[src/rtl/timer_counter_pkg.sv]
// Shared constants for the memory-mapped down-counter: register offsets,
// CTRL bit positions, mode codes and FSM state encoding.
package timer_counter_pkg;

    localparam logic [1:0] ADDR_CTRL   = 2'd0;
    localparam logic [1:0] ADDR_PRESET = 2'd1;
    localparam logic [1:0] ADDR_COUNT  = 2'd2;

    localparam int CTRL_EN      = 0;
    localparam int CTRL_MODE_LO = 1;
    localparam int CTRL_MODE_HI = 2;
    localparam int CTRL_IM      = 3;

    localparam logic [1:0] MODE_ONESHOT = 2'b00;
    localparam logic [1:0] MODE_RELOAD  = 2'b01;

    typedef enum logic [1:0] {
        ST_IDLE = 2'd0,
        ST_LOAD = 2'd1,
        ST_CNT  = 2'd2,
        ST_INT  = 2'd3
    } state_e;

endpackage

[src/rtl/timer_counter.sv]
// Programmable down-counter with CTRL/PRESET/COUNT register window and a
// level interrupt request gated by CTRL.IM.
module timer_counter
    import timer_counter_pkg::*;
#(
    parameter int W = 32
) (
    input  logic         clk,
    input  logic         reset,
    input  logic [31:0]  Addr,
    input  logic         WE,
    input  logic [W-1:0] Din,
    output logic [W-1:0] Dout,
    output logic         IRQ
);

    logic [3:0]   r_ctrl;
    logic [W-1:0] r_preset;
    logic [W-1:0] r_count;
    logic         r_irq_flag;
    state_e       r_state;
    state_e       w_state_next;

    logic [1:0]   w_sel;
    logic [1:0]   w_mode;
    logic         w_en;
    logic         w_wr_ctrl;
    logic         w_wr_preset;
    logic         w_load;
    logic         w_dec;
    logic         w_expire;
    logic         w_oneshot_done;
    logic         w_pulse_end;
    logic         w_addr_unused;

    assign w_sel         = Addr[3:2];
    assign w_addr_unused = ^{Addr[31:4], Addr[1:0]};
    assign w_mode        = r_ctrl[CTRL_MODE_HI:CTRL_MODE_LO];
    assign w_en          = r_ctrl[CTRL_EN];
    assign w_wr_ctrl     = WE && (w_sel == ADDR_CTRL);
    assign w_wr_preset   = WE && (w_sel == ADDR_PRESET);

    always_ff @(posedge clk) begin
        if (reset) begin
            r_state <= ST_IDLE;
        end else begin
            r_state <= w_state_next;
        end
    end

    always_comb begin
        w_state_next = r_state;
        case (r_state)
            ST_IDLE: if (w_en) w_state_next = ST_LOAD;
            ST_LOAD: w_state_next = ST_CNT;
            ST_CNT: begin
                if (!w_en) begin
                    w_state_next = ST_IDLE;
                end else if (r_count <= W'(1)) begin
                    w_state_next = ST_INT;
                end
            end
            ST_INT:  w_state_next = ST_IDLE;
            default: w_state_next = ST_IDLE;
        endcase
    end

    always_comb begin
        w_load         = (r_state == ST_LOAD);
        w_dec          = (r_state == ST_CNT) && w_en && (r_count > W'(1));
        w_expire       = (r_state == ST_CNT) && w_en && (r_count <= W'(1));
        w_oneshot_done = (r_state == ST_INT) && (w_mode == MODE_ONESHOT);
        w_pulse_end    = (r_state == ST_INT) && (w_mode != MODE_ONESHOT);
    end

    // A CPU write to CTRL or PRESET is the acknowledge; it beats any FSM update.
    always_ff @(posedge clk) begin
        if (reset) begin
            r_ctrl     <= '0;
            r_preset   <= '0;
            r_count    <= '0;
            r_irq_flag <= 1'b0;
        end else begin
            if (w_wr_ctrl) begin
                r_ctrl <= Din[3:0];
            end else if (w_oneshot_done) begin
                r_ctrl[CTRL_EN] <= 1'b0;
            end

            if (w_wr_preset) begin
                r_preset <= Din;
            end

            if (w_load) begin
                r_count <= r_preset;
            end else if (w_dec) begin
                r_count <= r_count - W'(1);
            end else if (w_expire) begin
                r_count <= '0;
            end

            if (w_wr_ctrl || w_wr_preset) begin
                r_irq_flag <= 1'b0;
            end else if (w_expire) begin
                r_irq_flag <= 1'b1;
            end else if (w_pulse_end) begin
                r_irq_flag <= 1'b0;
            end
        end
    end

    always_comb begin
        Dout = '0;
        case (w_sel)
            ADDR_CTRL:   Dout = {{(W-4){1'b0}}, r_ctrl};
            ADDR_PRESET: Dout = r_preset;
            ADDR_COUNT:  Dout = r_count;
            default:     Dout = '0;
        endcase
    end

    assign IRQ = r_irq_flag & r_ctrl[CTRL_IM];

endmodule

[config.mk]
export PLATFORM = sky130hd
export DESIGN_NAME = timer_counter
export DESIGN_NICKNAME = d
export VERILOG_FILES = /design/src/rtl/timer_counter_pkg.sv /design/src/rtl/timer_counter.sv
export SDC_FILE = /design/constraint.sdc
export NUM_CORES = 1
export LEC_CHECK = 0
export ABC_CLOCK_PERIOD_IN_PS = 2100
export CAP_MARGIN = 25
export CELL_PAD_IN_SITES_DETAIL_PLACEMENT = 1
export CELL_PAD_IN_SITES_GLOBAL_PLACEMENT = 1
export CORE_ASPECT_RATIO = 0.8
export CORE_MARGIN = 2
export CORE_UTILIZATION = 32
export DETAILED_ROUTE_END_ITERATION = 12
export GPL_TIMING_DRIVEN = 0
export PLACE_DENSITY = 0.88
export SLEW_MARGIN = 20
export SYNTH_ARGS = -nofsm -noshare
export SYNTH_HDL_FRONTEND = slang
export SYNTH_SLANG_ARGS = --single-unit
[constraint.sdc]
create_clock -name clk -period 2.1 [get_ports clk]
set_input_delay 0.42 -clock clk [delete_from_list [all_inputs] [get_ports clk]]
set_output_delay 0.42 -clock clk [all_outputs]
set_load 0.01 [all_outputs]
==> summary.txt <==
Placed design
  – Number of buffers inserted by port buffering: 67
  – Routability Congestion: 0.867
  – Detailed placement HPWL: 10600 µm
  – Placed insts: 723
  – Post-Place Setup Slack: -1.60 ns

Drt
  – DR WL/cell: 23.8 µm
  – Post-route ant nets: 0
  – Final wirelength: 18000 µm
  – Drt pass-1 iters: 5
  – Via count: 4765
  – First-iteration detailed-routing DRC count: 476
  – Vias per cell: 6.28
  – DRC: 0

Min path
  – Depth of the worst hold-timing path: 2
  – Hold crit path type: flop to flop
  – Hold Path Sink: r_preset[5]
  – HP Start: r_preset[5]

Synthesis
  – Top_reg_cell synth: dfxtp_1
  – Post-synth cell types: 51
  – Number of synthesized flops with an enable pin: 0
  – Mapped Area: 3890 µm²
  – Yosys warns: 0
  – Post-Syn Nets: 577
  – Mapped Avg Cell Area: 7.65 µm²
  – Synth Instances: 508
  – Sequential share of the synthesized area: 36.6%
  – Synth async-reset ratio: 0%
  – Register bit total from synthesis: 71

Power and ir drop
  – Overall Power: 3470 µW
  – Flop pwr share: 40.2%
  – Worst vdd rail ir drop: 0.343 mV
  – Internal power: 2640 µW
  – Clock share of power: 49.2%
  – P_leak: 0.00216 µW
  – Net Sw Frac: 23.9%
  – PwrDens: 621 nW/µm²
  – Net Sw Power: 831 µW
  – Combinational share of power: 10.6%

STA
  – Slew HR: 48.9%
  – Tcrit/Tclk final: 105%
  – Least-Margin Pin Slew: 0.763 ns
  – Unrepaired setup endpoints after global routing: yes
  – Peak Freq: 0.453 GHz
  – Final WS setup: -0.107 ns
  – Clock skew after layout: 0.00555 ns
  – Final slew viol count: 0
  – Final Hold Vio Count: 0
  – Minimum clock period: 2.21 ns
  – Final setup viols: 11

Setup path
  – FF-to-FF path depth: 5
  – CP required: 2.30 ns
  – R2R Setup Slk: -0.11 ns
  – Startpoint types: flop
  – Worst-path maximum fanout: 9
  – Critical path's slowest cell: nor4_2
  – Slowest cell delay on critical path: 0.66 ns
  – Largest delay contributor family on the critical path: simple AND/OR/NAND/NOR gates
  – Reg-to-reg endpoint: r_count[8]
  – CP Class: flop to flop
  – Kind of end point of the critical path: flop
  – Critical Path, Cell by Cell: buf_1 -> nor4_2 -> nand4_1 -> o211ai_1 -> a21oi_1
  – R2r startpoint: r_count[27]
  – WP data arrival: 2.41 ns
  – WP buf/inv: 1

Die
  – Die footprint: 13100 µm²
  – Die W: 127 µm
  – Io pins: 100
  – Row cnt: 35
  – Placeable core area: 11700 µm²
  – Initial cell density of the core: 33.3%
  – Die Height: 103 µm

Outcome
  – Failing checks: setup timing
  – Run status: complete, but fails checks

Clocking
  – Clock root buffer: clkbuf_16
  – TritonCTS clock tree: built
  – Clock Sinks: 71
  – Number of H-tree levels: 3
  – Worst-case clock buffer depth: 2
  – Total CTS buffers: 9
  – Clk pin slew, worst setup/hold paths: 0.06 ns
  – Clk_lat worst skew: 0.34 ns

Global route
  – GRT Residual Overflow: 0
  – Pin count of the biggest net entering global routing: 12
  – Initial antenna violation count: 0
  – Number of global-route vias before repair: 4656
  – GRT Util Overall: 24.9%
  – First-pass GRT wire length: 24900 µm

Final layout
  – # fillers: 1385
  – Layout Area Growth over Synthesis: 43.9%
  – Total inserted antenna cells: 0
  – Final #Nets: 675
  – Final instance count without filler cells: 759
  – Layout cell share with drive strength beyond 1: 16.5%

Flow run
  – MaxCap Viol Count: 0
-- worst max-delay path by stage --
stage	start	to	slack (ns)	depth (start not counted)
floorplan	Addr[3]	Dout[10]	0.0005	5
global placement	Addr[2]	Dout[29]	-1.54	5
global route	r_count[4]	r_count[23]	-0.15	9
CTS	r_count[17]	r_count[29]	-0.02	6
detailed placement	Addr[2]	Dout[29]	-1.60	5
finish	r_count[27]	r_count[8]	-0.11	5
-- layout make-up --
| class | instances | area, µm² | share of cell area [%] |
|---|---|---|---|
| Buffer | 42 | 290 | 5.19 |
| Multi-Input combinational cell | 384 | 2470 | 44.1 |
| Inverter | 3 | 11.3 | 0.201 |
| Timing Repair Buffer | 95 | 877 | 15.7 |
| Sequential cell | 71 | 1440 | 25.7 |
| Tap cell | 148 | 185 | 3.31 |
| Clock inverter | 3 | 65.1 | 1.16 |
| Clock buffer | 13 | 260 | 4.65 |
-- tightest hold or removal path, delay by kind of cell, from the launching register on --
family | cells | cell delay, ns
flops | 1 | 0.32
simple gates | 1 | 0.06
compound gates | 1 | 0.05
-- synth_stat cells (all sizes together), types with 3 or more instances --
master | count | area (µm²)
a31oi | 22 | 138
nor4 | 21 | 153
nand3 | 24 | 120
dfxtp | 71 | 1420
or4 | 5 | 41.3
a22oi | 7 | 52.6
nor2 | 20 | 75.1
clkbuf | 41 | 154
nand4 | 5 | 31.3
nor3 | 5 | 25.0
buf | 9 | 46.3
o31a | 13 | 114
or3 | 4 | 25.0
a21oi | 44 | 220
nand2 | 108 | 405
a22o | 28 | 245
xnor2 | 6 | 52.6
nand2b | 5 | 31.3
nor4b | 3 | 41.3
o21ai | 21 | 105
inv | 3 | 11.3
mux2i | 7 | 70.1
o211ai | 3 | 22.5
xor2 | 5 | 43.8
-- metrics by stage --
step           hold WS, ns  setup TNS (ns)  instance area [µm²]  util [%]
2_1_floorplan        0.445               0                 3890         -
3_3_place_gp         0.461          -73.70                 4740      40.6
3_5_place_dp         0.465          -79.15                 4740      40.6
4_1_cts              0.473         -0.0241                 5340      45.7
5_1_grt              0.495          -0.976                 5600      47.9
6_report             0.474          -0.416                 5600      47.9
-- cell usage in the layout (no fill, tap or decap), types with 4 or more instances in the layout --
cell type	count
xnor2_1	6
o31a_1	13
buf_6	4
nand3_1	24
nand2b_1	5
a22oi_1	7
clkdlybuf4s15_1	4
buf_4	23
nor4_4	8
dfxtp_1	64
dfxtp_2	4
a22o_1	28
o21ai_1	9
nand2_1	108
clkbuf_8	6
clkdlybuf4s50_1	34
nor4_1	6
a31oi_1	22
nor4_2	7
o21ai_0	12
clkbuf_16	12
nor2_1	19
clkbuf_1	27
dlygate4sd2_1	26
mux2i_1	7
a21oi_1	44
xor2_1	5
nand4_1	5
-- logic make-up after synthesis --
| kind of cell | share of synthesized area [%] |
|---|---|
| XOR/XNOR | 2.48 |
| AND/OR/NAND/NOR | 27.3 |
| buffers and inverters | 5.44 |
| flip-flops | 36.6 |
| AO/OA/AOI/OAI | 25.8 |
| multiplexers | 1.80 |
| adder cells (fa/ha/maj) | 0.643 |
-- repair_timing --
action | in CTS | in global routing
endpoints found under the setup margin | 96 | 42
gates cloned | 2 | 1
pin swaps | 16 | 16
buffers inserted | 14 | 11
resized for setup | 88 | 63
hold buffers | 0 | 0
-- layer usage --
metal | wire length [µm] | up-vias | track usage (%)
li1 | - | 2046 | -
met1 | 7220 | 2364 | 30.6
met2 | 8510 | 274 | 41.6
met3 | 1370 | 81 | 5.35
met4 | 940 | 0 | 12.9
met5 | 0 | - | 0
-- flip-flops by register name, summed over array words and instances (netlist names) --
signal and flops:
r_ctrl 4, r_count 32, r_irq_flag 1, r_state 2
r_preset 32
-- power by group through the flow --
stage	logic, µW	registers (µW)	clock network [µW]
after global placement	278	1420	0
after global routing	388	1400	1770
after floorplan	142	1420	0
after detailed placement	288	1430	0
final	369	1400	1710
after CTS	331	1400	1710
(Power assumes the default switching activity.)
